### src/rtl/rv32m_muldiv_iter.sv
// rtl/rv32m_muldiv_iter.sv - iterative RV32M multiply/divide unit
// Radix-2 shift-add multiply and restoring divide sharing one accumulator pair.
module rv32m_muldiv_iter (
  input  logic        clk,
  input  logic        rst,
  input  logic        valid_i,
  input  logic [31:0] inst_i,
  input  logic [31:0] operand_ra_i,
  input  logic [31:0] operand_rb_i,
  input  logic        flush_i,
  output logic        busy_o,
  output logic        ready_o,
  output logic [31:0] result_o
);

  localparam logic [1:0] S_IDLE = 2'd0;
  localparam logic [1:0] S_CALC = 2'd1;
  localparam logic [1:0] S_FIX  = 2'd2;
  localparam logic [1:0] S_DONE = 2'd3;

  logic [1:0]  state_q, state_d;
  logic [4:0]  cnt_q, cnt_d;
  logic [2:0]  op_q, op_d;
  logic [31:0] acc_hi_q, acc_hi_d;
  logic [31:0] acc_lo_q, acc_lo_d;
  logic [31:0] opb_q, opb_d;
  logic [31:0] result_q, result_d;
  logic        neg_q, neg_d;

  logic [2:0]  funct3;
  logic        is_m_op;
  logic        accept;
  logic        a_signed, b_signed;
  logic        a_neg, b_neg;
  logic [31:0] mag_a, mag_b;
  logic        fast;
  logic [31:0] fast_res;
  logic [32:0] mul_sum;
  logic [32:0] div_shift;
  logic [33:0] div_diff;
  logic [63:0] prod, prod_fix;
  logic [31:0] div_sel, fix_res;
  logic        inst_unused;

  assign funct3  = inst_i[14:12];
  assign is_m_op = (inst_i[6:0] == 7'b0110011) && (inst_i[31:25] == 7'b0000001);
  assign accept  = valid_i && is_m_op && !flush_i &&
                   ((state_q == S_IDLE) || (state_q == S_DONE));

  assign inst_unused = ^{inst_i[24:15], inst_i[11:7], div_diff[32]};

  // MULH/MULHSU/DIV/REM treat rs1 as signed; only MULH/DIV/REM treat rs2 as signed.
  assign a_signed = (funct3 == 3'b001) || (funct3 == 3'b010) ||
                    (funct3 == 3'b100) || (funct3 == 3'b110);
  assign b_signed = (funct3 == 3'b001) || (funct3 == 3'b100) || (funct3 == 3'b110);
  assign a_neg    = a_signed && operand_ra_i[31];
  assign b_neg    = b_signed && operand_rb_i[31];
  assign mag_a    = a_neg ? (32'd0 - operand_ra_i) : operand_ra_i;
  assign mag_b    = b_neg ? (32'd0 - operand_rb_i) : operand_rb_i;

  assign fast = funct3[2] &&
                ((operand_rb_i == 32'd0) ||
                 (!funct3[0] && (operand_ra_i == 32'h8000_0000) &&
                  (operand_rb_i == 32'hFFFF_FFFF)));

  always_comb begin
    fast_res = 32'd0;
    if (operand_rb_i == 32'd0) begin
      fast_res = funct3[1] ? operand_ra_i : 32'hFFFF_FFFF;
    end else begin
      fast_res = funct3[1] ? 32'd0 : 32'h8000_0000;
    end
  end

  // Multiply: multiplier shifts out of acc_lo while the product shifts in from acc_hi.
  assign mul_sum = {1'b0, acc_hi_q} + (acc_lo_q[0] ? {1'b0, opb_q} : 33'd0);

  // Divide: dividend shifts out of acc_lo into the partial remainder in acc_hi.
  assign div_shift = {acc_hi_q, acc_lo_q[31]};
  assign div_diff  = {1'b0, div_shift} - {2'b00, opb_q};

  assign prod     = {acc_hi_q, acc_lo_q};
  assign prod_fix = neg_q ? (64'd0 - prod) : prod;
  assign div_sel  = op_q[1] ? acc_hi_q : acc_lo_q;

  always_comb begin
    fix_res = 32'd0;
    if (!op_q[2]) begin
      fix_res = (op_q[1:0] == 2'b00) ? prod_fix[31:0] : prod_fix[63:32];
    end else begin
      fix_res = neg_q ? (32'd0 - div_sel) : div_sel;
    end
  end

  always_comb begin
    state_d  = state_q;
    cnt_d    = cnt_q;
    op_d     = op_q;
    acc_hi_d = acc_hi_q;
    acc_lo_d = acc_lo_q;
    opb_d    = opb_q;
    result_d = result_q;
    neg_d    = neg_q;

    case (state_q)
      S_CALC: begin
        if (!op_q[2]) begin
          acc_hi_d = mul_sum[32:1];
          acc_lo_d = {mul_sum[0], acc_lo_q[31:1]};
        end else if (!div_diff[33]) begin
          acc_hi_d = div_diff[31:0];
          acc_lo_d = {acc_lo_q[30:0], 1'b1};
        end else begin
          acc_hi_d = div_shift[31:0];
          acc_lo_d = {acc_lo_q[30:0], 1'b0};
        end
        cnt_d = cnt_q + 5'd1;
        if (cnt_q == 5'd31) begin
          state_d = S_FIX;
        end
      end
      S_FIX: begin
        result_d = fix_res;
        state_d  = S_DONE;
      end
      S_DONE: begin
        state_d = S_IDLE;
      end
      default: begin
      end
    endcase

    if (accept) begin
      op_d     = funct3;
      acc_hi_d = 32'd0;
      acc_lo_d = mag_a;
      opb_d    = mag_b;
      cnt_d    = 5'd0;
      // Remainder follows the dividend; product and quotient follow the sign xor.
      neg_d    = (funct3[2] && funct3[1]) ? a_neg : (a_neg ^ b_neg);
      if (fast) begin
        result_d = fast_res;
        state_d  = S_DONE;
      end else begin
        state_d  = S_CALC;
      end
    end

    if (flush_i) begin
      state_d  = S_IDLE;
      cnt_d    = 5'd0;
      result_d = result_q;
    end
  end

  always_ff @(posedge clk or posedge rst) begin
    if (rst) begin
      state_q  <= S_IDLE;
      cnt_q    <= 5'd0;
      op_q     <= 3'd0;
      acc_hi_q <= 32'd0;
      acc_lo_q <= 32'd0;
      opb_q    <= 32'd0;
      result_q <= 32'd0;
      neg_q    <= 1'b0;
    end else begin
      state_q  <= state_d;
      cnt_q    <= cnt_d;
      op_q     <= op_d;
      acc_hi_q <= acc_hi_d;
      acc_lo_q <= acc_lo_d;
      opb_q    <= opb_d;
      result_q <= result_d;
      neg_q    <= neg_d;
    end
  end

  // Accept-cycle term keeps issue from handing over a second M op in the same cycle.
  assign busy_o   = (state_q == S_CALC) || (state_q == S_FIX) || accept;
  assign ready_o  = (state_q == S_DONE);
  assign result_o = result_q;

endmodule

### config.mk
export PLATFORM = sky130hd
export DESIGN_NAME = rv32m_muldiv_iter
export DESIGN_NICKNAME = d
export VERILOG_FILES = /design/src/rtl/rv32m_muldiv_iter.sv
export SDC_FILE = /design/constraint.sdc
export NUM_CORES = 1
export LEC_CHECK = 0
export ABC_CLOCK_PERIOD_IN_PS = 8000
export BUFFER_PORTS_ARGS = -buffer_cell sky130_fd_sc_hd__buf_2
export CAP_MARGIN = 20
export CORE_UTILIZATION = 51
export DETAILED_ROUTE_END_ITERATION = 7
export PLACE_DENSITY = 0.68
export SLEW_MARGIN = 20
export SYNTH_ARGS = -nofsm -noshare
export SYNTH_HDL_FRONTEND = slang
export SYNTH_SLANG_ARGS = --single-unit
### constraint.sdc
create_clock -name clk -period 8 [get_ports clk]
set_input_delay 1.6 -clock clk [delete_from_list [all_inputs] [get_ports clk]]
set_output_delay 1.6 -clock clk [all_outputs]
set_load 0.01 [all_outputs]
---- Yosys cells after proc, flatten, opt, wreduce, memory -nomap -nowiden ----
Cells that the tools add are included.
W data, S select, Z words.
word-level totals
  flip-flop bits (word level) ............. 139
  output and inout port bits .............. 34
operators by class
  $add $sub $neg .......................... 7
  equality and inequality tests ........... 13
  mux-type cells .......................... 31
  bitwise logic cells ..................... 1
  reductions and logical operators ........ 28
operator list
  cell                     count
  $mux W32                 20
  $sub A1 B32 Y32 const A  3
  $eq A32 B32 Y1 const B   2
  $mux W64                 1
  $sub A1 B64 Y64 const A  1
  $sub A33 B32 Y34         1
  $add A32 B32 Y33         1
  $logic_not A32 Y1        1
  $mux W5                  3
  $logic_and A1 B1 Y1      10
  $logic_or A1 B1 Y1       9
  $mux W2                  4
  $eq A7 B1 Y1 const B     1
  $eq A7 B6 Y1 const B     1
  $eq A3 B3 Y1 const B     2
  $pmux W2 S3              1
  $add A5 B1 Y5 const B    1
  $eq A5 B5 Y1 const B     1
  $reduce_bool A5 Y1       1
  $eq A2 B2 Y1 const B     2
  $logic_not A2 Y1         2
  $ne A4 B4 Y1 const B     1
  $eq A3 B1 Y1 const B     1
  $eq A3 B2 Y1 const B     1
  other kinds (7)          9

---- Logic depth before layout (Yosys ltp) ----
Gate-level depths: netlist of the first run.
  depth in word-level cells ............... 8
  mapped depth ............................ 15
  depth with buffers taken out ............ 13

---- Worst setup path after synthesis of the first run ----
No wires, ideal clock.
  path type ............................... input-to-output
  from .................................... in inst_i[26]
  to ...................................... out busy_o
  arrival time ............................ 3.268 ns
  data required time ...................... 6.400 ns
  setup slack ............................. 3.132 ns
  cell stages on the path ................. 8
  path buffers ............................ 4
  cell sequence ........................... nand4b_1 > or3_1 > or3_1 > clkbuf_1 > clkbuf_1 > clkbuf_1 > clkbuf_1 > nand2_1
between the ends
  cells in the longest elaborated chain, start to end .. 6
ends and longest elaborated chain
  item                               line  text
  from (decl)                        7     input logic [31:0] inst_i,
  $eq A7 B1 Y1                       46    assign is_m_op = (inst_i[6:0] == 7'b0110011) && (inst_i[31:25] == 7'b0000001);
  $logic_and A1 B1 Y1                46
  $logic_and A1 B1 Y1 (3 in series)  47    assign accept = valid_i && is_m_op && !flush_i &&
  $logic_or A1 B1 Y1                 179   assign busy_o = (state_q == S_CALC) || (state_q == S_FIX) || accept;
  to (decl)                          11    output logic busy_o,
Every way passes these cells.

---- Worst setup path in the final report of the first run ----
  from .................................... in flush_i
  to ...................................... reg result_q[30], in the netlist result_o[30]
between the ends
  cells in the longest elaborated chain, start to end .. 4
ends and longest elaborated chain
  item                               line  text
  from (decl)                        10    input logic flush_i,
  $logic_not A1 Y1                   47
  $logic_and A1 B1 Y1 (2 in series)  47
  $mux W32                           133   if (accept) begin
  to (signal assigned)               173   result_q <= result_d;
  to (decl)                          27    logic [31:0] result_q, result_d;
Parallel ways exist; a longest one is shown, timed or not.
A chain may end at the register's enable or synchronous reset.

==> impl_metrics.tcl, run 1 <==
set metrics [dict create \
    finClkSkew_ps 11.5 \
    avgRoutedWirePerCell_um 20.9 \
    timing.rr.start "acc_hi_q[4]$_DFFE_PP0P_" \
    fin_hold_ws_ps 478 \
    synth_mux_area_share_pct 5.47 \
    combinationalPowerShare_pct 34.6 \
    dp_hpwl_um 37100 \
    path_class "in2reg" \
    clk_pin_slew_worst_paths_ps 70 \
    synth_top_area_share_pct 22.9 \
    fin_cells 2457 \
    min_path_type "reg2reg" \
    post_cts_resize_count 0 \
    crit_path_max_fanout 80 \
    final_nets 2236 \
    worstHoldStart "result_o[4]$_DFFE_PP0N_" \
    grt_pass1_vias 14800 \
    avgSynthCellArea_um2 7.38 \
    ys_seq_area_share_pct 22.9 \
    grt_overflow 0 \
    synth-compound-area-share_pct 27.1 \
    portBuffers 118 \
    synth_area_leader_cell "dfrtp_1" \
    synthCells 2055 \
    min_period_over_period_pct 64.0 \
    arrival_ps 5500 \
    grt.total_usage_pct 33.9 \
    first_pass_iters 6 \
    ioPinCount 134 \
    syn-num-nets 2231 \
    fin_crit_ps 5120 \
    intPower_uw 1690 \
    maxClockFrequency_ghz 0.195 \
    cts_hold_buf 0 \
    cts_tree "done" \
    rsz0062_at_grt "no" \
    initial_utilization_pct 52.3 \
    syn_to_final_growth_pct 8.32 \
    setup_slack_ps 2880 \
    synth-edff-count 0 \
    die_h_um 174 \
    synth-xor-area-share_pct 11.3 \
    cts-root-buf "clkbuf_16" \
    worstMarginPinSlew_ps 1140 \
    seqPwrFrac_pct 35.2 \
    antenna_cells 0 \
    synthAdderAreaFrac_pct 6.37 \
    clk_path_buf_depth 2 \
    synth.distinct_cells 75 \
    yosysWarnings 0 \
    synth_top_family_by_area "compound AO/OA/AOI/OAI gates" \
    grt_pass1_wl_um 82000 \
    whs_endpoint "result_o[4]$_DFFE_PP0N_" \
    antenna_found_initial 0 \
    vias 16000 \
    netlist_top_cells_count "o21ai_0 (249), nand2_1 (219), nor2_1 (169), a21oi_1 (153), dfrtp_1 (139)" \
    setup_viol 0 \
    die-area_um2 30400 \
    synthFlopType "dfrtp_1" \
    dpl_cell_area_um2 15800 \
    post-route-drc-count 0 \
    vdd_drop_max_mv 0.154 \
    regToRegSetupSlack_ps 3460 \
    synth-seq-cells 139 \
    relSlewSlack_pct 23.8 \
    p_clk_share_pct 30.1 \
    crit_required_ps 8380 \
    cap_violations 0 \
    routed_via_density 6.52 \
    r2r_cells 11 \
    grt_max_degree 86 \
    numCtsBuffers 17 \
    wl_um 51300 \
    synth_simple_gate_area_share_pct 21.0 \
    die_x_um 174 \
    startpoint_type "input port" \
    clock-sinks 139 \
    status "finished clean" \
    cts_setup_buffers 0 \
    gp_congestion 0.951 \
    p_sw_share_pct 40.3 \
    drt_iter0_drc 1854 \
    finalHoldViolations 0 \
    synthMostInstantiatedCell "o21ai_0" \
    htreeDepth 4 \
    design_area_um2 16400 \
    cp-end-kind "flip-flop" \
    core_um2 29000 \
    fp-row-count 62 \
    ant_nets 0 \
    drive_gt1_share_pct 10.0 \
    power_density_nw_per_um2 172 \
    syn-cell-area_um2 15200 \
    worstSkewPairLatency_ps 450 \
    pre_cts_ws_ps 2610 \
    placed_cells 2425 \
    leakage_uw 0.00657 \
    synthArstFlopShare_pct 100 \
    drv_slew 0 \
    yosys-top-cells-area "dfrtp_1 (23%), o21ai_0 (8.2%), ha_1 (6.1%)" \
    reg2reg_to "acc_hi_q[9]$_DFFE_PP0P_" \
    p_sw_uw 1140 \
    setup-tns-final_ps 0 \
    holdPathStages 2 \
]
## power groups by stage
stage / sequential, µW / combinational [µW] / clock (µW)
after floorplan: 905 / 753 / 0
after global placement: 997 / 941 / 0
after detailed placement: 998 / 957 / 0
after CTS: 986 / 966 / 858
after global routing: 1010 / 1090 / 890
final: 995 / 978 / 852
## through the flow
stage | total power, µW | util, %
6_report | 2830 | 56.6
5_1_grt | 2980 | 56.6
4_1_cts | 2810 | 56.6
3_5_place_dp | 1950 | 54.5
3_3_place_gp | 1940 | 54.5
2_1_floorplan | 1660 | -
## cells in the final DEF, fill, tap and decap left out, types with 17 or more instances in the layout
cell       netlist  final
a21oi_1        153    153
and3_1          17     17
nor4_1          19     19
or4_1           18     18
xor2_1          91     91
buf_4            1     20
a31oi_1         26     26
nor2_1         169    169
o211ai_1        52     52
mux2i_1         75     75
inv_1           71     70
dfrtp_1        139    136
buf_2            7    118
nand2b_1        20     20
nand3_1         35     35
a211oi_1        29     29
o41ai_1         18     18
o21ai_0        249    249
xnor2_1        104    104
nor3_1          58     56
nand4_1         21     21
o31ai_1         34     34
nand2_1        219    219
clkbuf_16        0     17
or3_1           25     24
ha_1            74     73
## sequential cells by signal, summed over array words and instances (netlist names)
name / count
op_q: 3
acc_hi_q: 32
neg_q: 1
acc_lo_q: 32
opb_q: 32
cnt_q: 5
state_q: 2
result_o: 32
## critical path: stages
cell and delay (ps):
buf_2 500, or3_1 290, or3_4 720, nor3_1 310, nor4bb_1 220, or3_1 600, nor2_1 790, o211ai_1 290
nand4_1 170
## kinds of logic (layout without fill, tap and decap cells)
logic type	Yosys count	after routing
flip-flops	139	139
XOR/XNOR	195	195
AO/OA/AOI/OAI	672	672
multiplexers	82	82
AND/OR/NAND/NOR	667	667
buffers and inverters	224	242
adder cells (fa/ha/maj)	76	76
## area by class of cell
class / instances / area [µm²]
repair buffers: 138 / 741
clock inverters: 15 / 175
inverters: 72 / 275
flip-flops and latches: 139 / 3480
clock buffers: 17 / 425
multi-input cells: 1692 / 10800
well taps: 384 / 480
fillers: 2840 / 12600
## metal layers
layer	up-vias	routed length, µm	share of wire, %	GRT usage, %
li1	7465	-	-	-
met1	7699	23100	45	49.0
met2	761	22600	44	51.7
met3	97	4140	8.1	4.94
met4	0	1460	2.8	10.7
met5	-	0	0	0
## worst max-delay path by stage
stage	start	to	slack, ps	cells past startpoint
final	flush_i	result_o[30]$_DFFE_PP0N_	2880	9
after global placement	flush_i	result_o[30]$_DFFE_PP0N_	2620	9
after global routing	flush_i	result_o[2]$_DFFE_PP0N_	2760	9
after floorplan	rst	acc_hi_q[0]$_DFFE_PP0P_	2680	1
after detailed placement	flush_i	result_o[30]$_DFFE_PP0N_	2610	9
after CTS	flush_i	busy_o	2960	5
(Power assumes the default switching activity.)
==> run 2: changes to the inputs <==
--- a/config.mk
+++ b/config.mk
@@ -5,12 +5,12 @@
 export SDC_FILE = /design/constraint.sdc
 export NUM_CORES = 1
 export LEC_CHECK = 0
-export ABC_CLOCK_PERIOD_IN_PS = 8000
+export ABC_CLOCK_PERIOD_IN_PS = 4600
 export BUFFER_PORTS_ARGS = -buffer_cell sky130_fd_sc_hd__buf_2
 export CAP_MARGIN = 20
 export CORE_UTILIZATION = 51
 export DETAILED_ROUTE_END_ITERATION = 7
-export PLACE_DENSITY = 0.68
+export PLACE_DENSITY = 0.71
 export SLEW_MARGIN = 20
 export SYNTH_ARGS = -nofsm -noshare
 export SYNTH_HDL_FRONTEND = slang
==> constraint.sdc (replaced) <==
create_clock -name clk -period 4.6 [get_ports clk]
set_input_delay 0.92 -clock clk [delete_from_list [all_inputs] [get_ports clk]]
set_output_delay 0.92 -clock clk [all_outputs]
set_load 0.01 [all_outputs]
==> impl_metrics.tcl, run 2 (same netlist as run 1, synthesis figures left out) <==
set metrics [dict create \
    status "finished clean" \
    numCtsBuffers 17 \
    layout_commonest_cell "o21ai_0" \
    final_nets 2266 \
    finalHoldViolations 0 \
    cp-end-kind "flip-flop" \
    slowest_delay_ps 480 \
    final_cell_mix "o21ai_0 (249), nand2_1 (219), nor2_1 (169), a21oi_1 (153), dfrtp_1 (136)" \
    grt_pass1_wl_um 81000 \
    drive_gt1_share_pct 11.3 \
    min_path_type "reg2reg" \
    path_class "reg2reg" \
    cts_setup_buffers 0 \
    core_um2 29000 \
    cts_hold_buf 0 \
    leakage_uw 0.00669 \
    initial_utilization_pct 52.3 \
    endpoint "acc_hi_q[30]$_DFFE_PP0P_" \
    fillers 2743 \
    fp-row-count 62 \
    drv_slew 0 \
    post_cts_resize_count 0 \
    critical_path_buf_inv_count 2 \
    pre_cts_ws_ps 386 \
    dpl_cell_area_um2 16100 \
    arrival_ps 4430 \
    crit_required_ps 4930 \
    vias 16100 \
    power_density_nw_per_um2 291 \
    crit_path_cell_trace "inv_1 -> buf_4 -> nor2_1 -> ha_1 -> a21oi_1 -> a221oi_1 -> a21oi_1 -> o2111a_1 -> a211oi_1 -> o221ai_1 -> o21ai_0 -> xor2_1 -> a211o_1" \
    clock-sinks 139 \
    cap_violations 0 \
    die-area_um2 30400 \
    ioPinCount 134 \
    grt_max_degree 140 \
    cts-root-buf "clkbuf_16" \
    portBuffers 118 \
    wl_um 51100 \
    design_area_um2 16600 \
    clk_pin_slew_worst_paths_ps 70 \
    finClkSkew_ps 14.0 \
    setup_viol 0 \
    antenna_found_initial 0 \
    critPathTopFamily "compound AO/OA/AOI/OAI gates" \
    worstSkewPairLatency_ps 440 \
    min_period_over_period_pct 89.2 \
    crit_start "acc_lo_q[0]$_DFFE_PP0P_" \
    syn_to_final_growth_pct 9.56 \
    worstMarginPinSlew_ps 1060 \
    placed_cells 2455 \
    grt_overflow 0 \
    ff_latch_area_um2 3480 \
    timing.rr.start "acc_lo_q[0]$_DFFE_PP0P_" \
    relSlewSlack_pct 29.3 \
    antenna_cells 0 \
    fin_cells 2487 \
    clk_path_buf_depth 2 \
    cp_common_cell "a21oi_1" \
    rsz0062_at_grt "no" \
    post-route-drc-count 0 \
    gp_congestion 0.980 \
    maxClockFrequency_ghz 0.244 \
    avgRoutedWirePerCell_um 20.5 \
    fin_crit_ps 4100 \
    drt_iter0_drc 1587 \
    grt.total_usage_pct 33.4 \
    reg2reg_to "acc_hi_q[30]$_DFFE_PP0P_" \
    fin_hold_ws_ps 480 \
    grt_pass1_vias 14800 \
    crit_cells 13 \
    setup-tns-final_ps 0 \
    vdd_drop_max_mv 0.267 \
    htreeDepth 4 \
    crit_path_max_fanout 23 \
    routed_via_density 6.46 \
    die_x_um 174 \
    first_pass_iters 8 \
    multi_input_area_um2 10800 \
    startpoint_type "flip-flop" \
    worstHoldStart "opb_q[29]$_DFFE_PP0P_" \
    ant_nets 0 \
    cp_slowest_cell "dfrtp_1" \
    die_h_um 174 \
    cts_tree "done" \
    setup_slack_ps 499 \
    regToRegSetupSlack_ps 500 \
    r2r_cells 13 \
    dp_hpwl_um 37600 \
]
run 2: cell count changes in the layout (fill, tap and decap cells not counted):
cell	previous run	this run
clkinv_4	1	3
inv_8	3	1
buf_4	20	49
and2_1	9	8
bufinv_16	2	0
buf_12	0	1
clkinvlp_4	2	4
and2_0	0	1
run 2: worst reg2reg max path, delay by kind of cell, from the launching register on:
kind / cells / cell delay, ps
buf+inv: 2 / 400
simple gates: 1 / 100
flops: 1 / 480
compound gates: 8 / 2490
xor+xnor: 1 / 100
fa+ha+maj: 1 / 440
run 2: metrics by stage:
step	power, µW	utilization [%]
after global placement	3420	55.4
final	4830	57.3
after global routing	5090	57.3
after floorplan	2880	-
after detailed placement	3460	55.4
after CTS	4800	57.3
run 2: final cells by class:
| type | count | area share, % |
|---|---|---|
| clock buffers | 17 | 2.56 |
| clock inverters | 15 | 0.761 |
| repair buffers | 168 | 5.89 |
| multi-input cells | 1692 | 65.3 |
| well taps | 384 | 2.89 |
| inverters | 72 | 1.65 |
| flip-flops and latches | 139 | 21.0 |
run 2: metal layers:
layer  track usage (%)  up-vias  share of wire (%)
met5                 0        -                  0
met4              12.1        0                3.0
met3              5.14       94                9.0
met2              51.7      806                 45
met1              47.0     7630                 43
li1                  -     7543                  -
run 2: worst min-delay path by stage:
stage | slack [ps] | cells after the start | endpoint
6_report | 480 | 2 | opb_q[29]$_DFFE_PP0P_
5_1_grt | 510 | 2 | result_o[4]$_DFFE_PP0N_
4_1_cts | 480 | 2 | result_o[4]$_DFFE_PP0N_
3_5_place_dp | 470 | 2 | result_o[4]$_DFFE_PP0N_
3_3_place_gp | 460 | 2 | result_o[4]$_DFFE_PP0N_
2_1_floorplan | 450 | 2 | opb_q[10]$_DFFE_PP0P_
run 2: report_power, final:
group / total [µW] / switching, µW / internal, µW
registers: 1650 / 265 / 1390
clock network: 1340 / 637 / 706
logic: 1830 / 1060 / 769
total: 4830 / 1960 / 2860
